==> config.mk <==
export PLATFORM = sky130hd
export DESIGN_NAME = mem_bus_bridge
export DESIGN_NICKNAME = d
export VERILOG_FILES = /design/src/rtl/mem_bus_bridge.sv
export SDC_FILE = /design/constraint.sdc
export NUM_CORES = 1
export LEC_CHECK = 0
export CORE_ASPECT_RATIO = 1.75
export CORE_MARGIN = 5
export CORE_UTILIZATION = 50
export CTS_CLUSTER_DIAMETER = 40
export DETAILED_ROUTE_END_ITERATION = 10
export DONT_BUFFER_PORTS = 1
export GPL_TIMING_DRIVEN = 1
export HOLD_SLACK_MARGIN = 0.1
export PLACE_DENSITY = 0.74
export SLEW_MARGIN = 20
export SYNTH_ARGS = -nofsm -noshare
export SYNTH_HDL_FRONTEND = slang
export SYNTH_SLANG_ARGS = --single-unit
==> constraint.sdc <==
create_clock -name clk -period 1.6 [get_ports clk]
set_input_delay 0.24 -clock clk [delete_from_list [all_inputs] [get_ports clk]]
set_output_delay 0.24 -clock clk [all_outputs]
set_load 0.05 [all_outputs]
==> src/rtl/mem_bus_bridge.sv <==
// ============================================================================
// mem_bus_bridge : core data-memory port to req/ack bus, with stall and timeout
// Revision 1.0
// ============================================================================
`default_nettype none

module mem_bus_bridge #(
  parameter int ADDR_W    = 32,
  parameter int DATA_W    = 32,
  parameter int TIMEOUT   = 255,
  parameter int STALL_IDX = 4
) (
  input  logic              clk,
  input  logic              rst,
  input  logic [5:0]        stall_i,
  input  logic              flush_i,
  input  logic              cpu_ce_i,
  input  logic              cpu_we_i,
  input  logic [ADDR_W-1:0] cpu_addr_i,
  input  logic [3:0]        cpu_sel_i,
  input  logic [DATA_W-1:0] cpu_data_i,
  output logic [DATA_W-1:0] cpu_data_o,
  output logic              stallreq_o,
  output logic              bus_req_o,
  output logic              bus_we_o,
  output logic [ADDR_W-1:0] bus_addr_o,
  output logic [3:0]        bus_sel_o,
  output logic [DATA_W-1:0] bus_data_o,
  input  logic [DATA_W-1:0] bus_data_i,
  input  logic              bus_ack_i,
  output logic              bus_err_o
);

  localparam int CNT_W = $clog2(TIMEOUT + 1);
  localparam logic [1:0] c_S_IDLE = 2'd0;
  localparam logic [1:0] c_S_BUSY = 2'd1;
  localparam logic [1:0] c_S_DONE = 2'd2;
  localparam logic [CNT_W-1:0] c_CNT_LAST = CNT_W'(TIMEOUT - 1);

  logic [1:0]        r_state;
  logic [1:0]        w_next;
  logic [CNT_W-1:0]  r_cnt;
  logic [DATA_W-1:0] r_rbuf;
  logic              r_req;
  logic              r_we;
  logic [ADDR_W-1:0] r_addr;
  logic [3:0]        r_sel;
  logic [DATA_W-1:0] r_wdata;
  logic              r_err;
  logic              w_start;
  logic              w_ack;
  logic              w_timeout;
  logic              w_unused;

  assign w_unused  = ^stall_i;

  // rst gating keeps stallreq_o low while reset is held in IDLE
  assign w_start   = rst && (r_state == c_S_IDLE) && cpu_ce_i && !flush_i;
  assign w_ack     = (r_state == c_S_BUSY) && !flush_i && bus_ack_i;
  assign w_timeout = (r_state == c_S_BUSY) && !flush_i && !bus_ack_i
                     && (r_cnt == c_CNT_LAST);

  always_ff @(posedge clk) begin
    if (!rst) begin
      r_state <= c_S_IDLE;
    end else begin
      r_state <= w_next;
    end
  end

  always_comb begin
    w_next = r_state;
    case (r_state)
      c_S_IDLE: if (w_start) w_next = c_S_BUSY;
      c_S_BUSY: begin
        if (flush_i)                 w_next = c_S_IDLE;
        else if (w_ack || w_timeout) w_next = c_S_DONE;
      end
      c_S_DONE: if (flush_i || !stall_i[STALL_IDX]) w_next = c_S_IDLE;
      default:  w_next = c_S_IDLE;
    endcase
  end

  always_comb begin
    stallreq_o = 1'b0;
    cpu_data_o = '0;
    case (r_state)
      c_S_IDLE: stallreq_o = w_start;
      c_S_BUSY: stallreq_o = 1'b1;
      c_S_DONE: cpu_data_o = r_rbuf;
      default:  stallreq_o = 1'b0;
    endcase
  end

  always_ff @(posedge clk) begin
    if (!rst) begin
      r_cnt   <= '0;
      r_rbuf  <= '0;
      r_req   <= 1'b0;
      r_we    <= 1'b0;
      r_addr  <= '0;
      r_sel   <= '0;
      r_wdata <= '0;
      r_err   <= 1'b0;
    end else begin
      r_err <= 1'b0;
      if (w_start) begin
        r_req   <= 1'b1;
        r_we    <= cpu_we_i;
        r_addr  <= cpu_addr_i;
        r_sel   <= cpu_sel_i;
        r_wdata <= cpu_data_i;
        r_cnt   <= '0;
      end
      if (r_state == c_S_BUSY) begin
        r_cnt <= r_cnt + CNT_W'(1);
        if (flush_i) begin
          r_req <= 1'b0;
        end else if (w_ack) begin
          r_req <= 1'b0;
          if (!r_we) r_rbuf <= bus_data_i;
        end else if (w_timeout) begin
          r_req  <= 1'b0;
          r_rbuf <= '0;
          r_err  <= 1'b1;
        end
      end
    end
  end

  assign bus_req_o  = r_req;
  assign bus_we_o   = r_we;
  assign bus_addr_o = r_addr;
  assign bus_sel_o  = r_sel;
  assign bus_data_o = r_wdata;
  assign bus_err_o  = r_err;

endmodule

`default_nettype wire

==> results of run 1 <==
registers in the layout, summed over array words and instances, names as in the netlist:
signal and count:
bus_req_o 1, r_rbuf 32, bus_err_o 1, r_state 2
bus_addr_o 32, r_cnt 8, bus_we_o 1, bus_sel_o 4
bus_data_o 32
metrics by stage:
stage	std cells	instance area, um2
detailed placement	755	5940
global placement	755	5940
global route	901	7800
floorplan	641	5250
finish	901	7800
CTS	901	7750
critical path, stage by stage, from the launching register on:
cell	delay (ps)
dfxtp_2	320
buf_6	110
nor2b_4	110
buf_4	130
buf_12	150
and2_4	170
buf_12	140
layout by cell type (no fill, tap or decap), drive strengths merged, types with 3 or more instances in the layout:
cell,n
nand2b,6
o21ai,72
clkinv,3
inv,79
and2,65
buf,55
a21oi,4
nand2,40
o311ai,32
clkinvlp,4
o211ai,71
nand3,67
dlygate4sd3,109
dfxtp,113
clkbuf,19
per-layer routing:
metal | up-vias | global-route usage (%)
met5 | - | 0
met2 | 298 | 45.1
met1 | 2519 | 27.0
met3 | 68 | 8.44
met4 | 0 | 14.2
li1 | 2500 | -
logic make-up (layout without fill, tap and decap cells):
logic type | count (synthesis) | in the layout | share of synthesized area (%)
buf+inv | 136 | 269 | 11.0
compound gates | 187 | 187 | 24.1
flops | 113 | 113 | 43.1
mux | 1 | 1 | 0.191
simple gates | 201 | 201 | 20.9
fa+ha+maj | 2 | 2 | 0.477
xor+xnor | 1 | 1 | 0.167
cell type report:
| class | count | area [um2] | share of cell area, % |
|---|---|---|---|
| multi-input cells | 392 | 2530 | 32.5 |
| flip-flops and latches | 113 | 2270 | 29.0 |
| repair buffers | 165 | 2010 | 25.8 |
| clock buffers | 18 | 439 | 5.63 |
| inverters | 72 | 270 | 3.46 |
| well taps | 127 | 159 | 2.04 |
| clock inverters | 14 | 123 | 1.57 |
worst paths after layout:
kind,from,end,cells past startpoint
max,r_state[1],cpu_data_o[4],6
min,rst,bus_err_o,2
max reg2reg,r_state[0],bus_data_o[6],4
min reg2reg,bus_data_o[14],bus_data_o[14],2
power breakdown:
part / internal, mW / switching (mW)
logic: 0.324 / 0.333
clock network: 2.07 / 1.45
registers: 2.94 / 0.368
timing repair:
action,in CTS,in global routing
setup buffers,3,0
pin swaps,0,3
hold buffers,110,1
gates cloned,1,1
endpoints found under the setup margin,33,110
gates resized for setup,39,30
endpoints found under the hold margin,112,77
==> metrics.cfg, run 1 <==
[setup_path]
worstPathRequired_ps = 1360
cp-end-kind = output port
rrSetupSlack_ps = 10
path_class = reg -> out
cp_max_fo = 17
critPathLaunchType = flop
cp_data_arrival_time_ps = 1540

[cts]
cts_max_level = 4
clkTransAtPathRegs_ps = 50
numCtsBuffers = 17
root_buffer = clkbuf_16
clk_latency_ps = 400
cts_sinks = 113
clockBufferDepth = 2
cts_tree = yes

[floorplanning]
rows = 49
die-height_um = 145
boundaryPins = 216
die_w_um = 87.4
start_util_pct = 50.9
dieArea_mm2 = 0.0127
coreArea_mm2 = 0.0103

[sta]
rsz0062_at_grt = true
setup_viol = 32
hold_slack_ps = -2.04
fin_crit_ps = 1780
max_slew_margin_pct = 59.8
finalClockSkew_ps = 8.73
hold_viol_final = 1
fin_tns_setup_ps = -5210
max_slew.worst_pin.slew_ps = 603
min_period_over_period_pct = 111
max_freq_mhz = 563
setup_slack_ps = -177
slew_viol_final = 0

[yosys]
synth_cell_types = 41
syn_inst = 641
synth-edff-count = 0
synth_fp_nets = 755
synth.avg_cell_area_um2 = 8.18
syn-cell-area_mm2 = 0.00525
yosysMostFrequentCell = dfxtp_1
synth_common_cells = dfxtp_1 (113), inv_1 (72), o211ai_1 (71)
synth.top_cell.area_share_pct = 43.1
synthTopCellsByArea = dfxtp_1 (43%), o211ai_1 (10%), and2_1 (7.8%)
ys_warn_count = 0
synth_top_cell_by_area = dfxtp_1
synth-main-ff-cell = dfxtp_1
ys_async_sr_fraction_pct = 0
synth-seq-cells = 113
ys_seq_area_share_pct = 43.1

[routing]
met2_length_um = 9220
drtAntennaViolNets = 0
drtPass1Iterations = 5
drtIter0Drc = 365
dr_wl_met3_um = 1490
viasPerCell = 5.98
route.vias.total = 5385
drc = 0
routed.top_layer = met4
wl_met1_um = 5860
wire_per_inst_um = 19.2
routed_wl_um = 17300

[placed_design]
hpwl_um = 9510
place_congestion = 0.745
port_buffers = 0
dp_slack_ps = 11.0

[global_routing]
track_usage_pct = 26.1
grt_pass1_vias = 5553
grt_max_degree = 119
grt_antenna_before_repair = 0
grt_pass1_wl_um = 26900
gr-total-overflow = 0

[layout]
diodes = 0
final_layout_size_suffix_gt1_share_pct = 18.0
area_delta_synth_final_pct = 48.8
num-nets-final = 875
utilization_pct = 75.8
fill_cells = 633

[status]
status = complete, but fails checks
violations = negative hold slack, negative setup slack

[worst_hold_path]
hold_class = in -> reg

[flow_run]
maxCapViolCount = 0

[power]
vdd_ir_drop_max_mv = 0.790
p_total_mw = 7.48
power_density_mw_per_mm2 = 959
leakage_nw = 3.21

Note: power is estimated with default switching activity, not from simulation.
==> run 2: changes to the inputs <==
--- a/config.mk
+++ b/config.mk
@@ -5,6 +5,7 @@
 export SDC_FILE = /design/constraint.sdc
 export NUM_CORES = 1
 export LEC_CHECK = 0
+export CAP_MARGIN = 0
 export CORE_ASPECT_RATIO = 1.75
 export CORE_MARGIN = 5
 export CORE_UTILIZATION = 50
@@ -14,6 +15,7 @@
 export GPL_TIMING_DRIVEN = 1
 export HOLD_SLACK_MARGIN = 0.1
 export PLACE_DENSITY = 0.74
+export RECOVER_POWER = 25
 export SLEW_MARGIN = 20
 export SYNTH_ARGS = -nofsm -noshare
 export SYNTH_HDL_FRONTEND = slang
==> run 2 against run 1 <==
Effect of this change: the run still ends with negative hold slack, negative setup slack left; non-clock buffer count did not move; worst setup slack improved by 3.3 ps; wire length is 0.34% higher; design area decreased by 0.16%; utilization shrank 0.12 points; clock power is essentially flat; hold slack barely moved; largest cell class unchanged.
==> metrics.cfg, run 2 (synthesized netlist as in run 1, its figures left out) <==
[floorplanning]
boundaryPins = 216  ; unchanged
die-height_um = 145  ; unchanged
dieArea_mm2 = 0.0127  ; unchanged
rows = 49  ; unchanged
coreArea_mm2 = 0.0103  ; unchanged
start_util_pct = 50.9  ; unchanged
die_w_um = 87.4  ; unchanged

[global_routing]
gr-total-overflow = 0  ; unchanged
grt_pass1_vias = 5553  ; unchanged
grt_use_met3_pct = 8.44  ; unchanged
grt_busiest_layer = met2
grt_util_met1_pct = 27.0  ; unchanged
track_usage_pct = 26.1  ; unchanged
grt_max_degree = 119  ; unchanged
grt_antenna_before_repair = 0  ; unchanged
use_met2_pct = 45.1  ; unchanged
grt_pass1_wl_um = 26900  ; unchanged

[sta]
min_period_over_period_pct = 111  ; -0.20 points
hold_slack_ps = -2.07  ; -0.0299 ps
slew_viol_final = 0  ; unchanged
rsz0062_at_grt = true
fin_tns_setup_ps = -5070  ; +139 ps
setup_slack_ps = -174  ; +3.27 ps
hold_viol_final = 1  ; unchanged
finalClockSkew_ps = 8.88  ; +0.153 ps
fin_crit_ps = 1770  ; -3.27 ps
max_freq_mhz = 564  ; +0.18%
max_slew.worst_pin.slew_ps = 603  ; +0.123 ps
setup_viol = 32  ; unchanged
max_slew_margin_pct = 59.8  ; about the same

[layout]
final_layout_size_suffix_gt1_share_pct = 18.0  ; unchanged
final_cell_area_mm2 = 0.00779  ; -0.16%
final_cell_mix = dfxtp_1 (110), dlygate4sd3_1 (109), inv_1 (72), o211ai_1 (71), nand3_1 (67)
area_delta_synth_final_pct = 48.5
diodes = 0  ; unchanged
num-nets-final = 875  ; unchanged
final_common_cell = dfxtp_1

[cts]
clk_latency_ps = 400  ; about the same
cts_max_level = 4  ; unchanged
cts_tree = yes
cts_sinks = 113  ; unchanged
root_buffer = clkbuf_16
clockBufferDepth = 2  ; unchanged
clkTransAtPathRegs_ps = 50  ; about the same
numCtsBuffers = 17  ; unchanged

[routing]
routed_wl_um = 17300  ; +0.34%
wire_per_inst_um = 19.3  ; +0.34%
route.vias.total = 5427  ; +0.78%
drc = 0  ; unchanged
viasPerCell = 6.02  ; +0.78%
drtPass1Iterations = 6  ; +1
drtIter0Drc = 365  ; unchanged
drtAntennaViolNets = 0  ; unchanged

[setup_path]
cp_common_cell = buf_12
critPathLaunchType = flop
cp_data_arrival_time_ps = 1530  ; about the same
worstPathRequired_ps = 1360  ; about the same
crit_chain = buf_6 -> nor2b_4 -> buf_4 -> buf_12 -> and2_4 -> buf_12
max_stage_delay_ps = 320  ; about the same
path_class = reg -> out
cp_max_fo = 17  ; unchanged
cp-end-kind = output port
rrSetupSlack_ps = 0  ; about the same
crit_slowest_cell = dfxtp_2

[power]
leakage_nw = 3.21  ; -0.12%
vdd_ir_drop_max_mv = 0.791  ; +0.11%
power_density_mw_per_mm2 = 960  ; +0.14%

[status]
status = complete, but fails checks
violations = negative hold slack, negative setup slack

[worst_hold_path]
hold_class = in -> reg

[placed_design]
hpwl_um = 9510  ; unchanged
dp_slack_ps = 11.0  ; unchanged
port_buffers = 0  ; unchanged
placed_area_mm2 = 0.00594  ; unchanged
place_congestion = 0.745  ; unchanged

[flow_run]
maxCapViolCount = 0  ; unchanged

## run 2: changes by cell type in the layout (fill, tap and decap cells not counted)
| cell | delta |
|---|---|
| buf_4 | -5 |
| clkbuf_2 | +5 |
## run 2: layout make-up
cell class,instances,area [um2]
repair buffers,165,2000
multi-input cells,392,2530
flip-flops and latches,113,2270
clock inverters,14,123
inverters,72,270
fillers,636,2510
well taps,127,159
clock buffers,18,439
## run 2: stage by stage
step,util [%],hold slack (ps),instances,power [mW]
floorplan,-,375,641,3.70
global placement,57.7,331,755,3.72
detailed placement,57.7,333,755,3.74
CTS,75.3,-14.1,901,7.49
global route,75.6,-16.3,901,7.74
finish,75.6,-2.07,901,7.48
## run 2: timing repair
item,4_1_cts,5_1_grt
gates resized for setup,39,30
endpoints found under the setup margin,33,110
gates cloned,1,1
pin swaps,0,3
endpoints found under the hold margin,112,77
buffers inserted,3,0
hold buffers,110,1
## run 2: critical path: cells and delay by family (launching register included)
kind,cells,cell delay [ps]
buffers and inverters,4,520
AND/OR/NAND/NOR,2,280
flip-flops,1,320
## run 2: report_power, final
part           leakage [nW]  switching [mW]  internal, mW
registers             0.921           0.368          2.94
logic                  2.02           0.334         0.320
clock network         0.264            1.45          2.07
## run 2: layer usage
layer  vias to the layer above  share of wire, %
li1                       2501                 -
met1                      2550                34
met2                       317                54
met3                        59               8.6
met4                         0               3.9
met5                         -                 0
## run 2: worst paths after layout
kind                        from        endpoint  cells past startpoint
hold reg to reg   bus_data_o[14]  bus_data_o[14]                      2
hold / removal               rst       bus_err_o                      2
setup / recovery      r_state[1]   cpu_data_o[4]                      6
setup reg to reg      r_state[0]   bus_data_o[6]                      4
==> run 3: changes to the inputs <==
--- a/config.mk
+++ b/config.mk
@@ -9,7 +9,7 @@
 export CORE_ASPECT_RATIO = 1.75
 export CORE_MARGIN = 5
 export CORE_UTILIZATION = 50
-export CTS_CLUSTER_DIAMETER = 40
+export CTS_CLUSTER_DIAMETER = 30
 export DETAILED_ROUTE_END_ITERATION = 10
 export DONT_BUFFER_PORTS = 1
 export GPL_TIMING_DRIVEN = 1
==> results of run 3 <==
Final layout, timing and power as in run 2 (identical DEF).
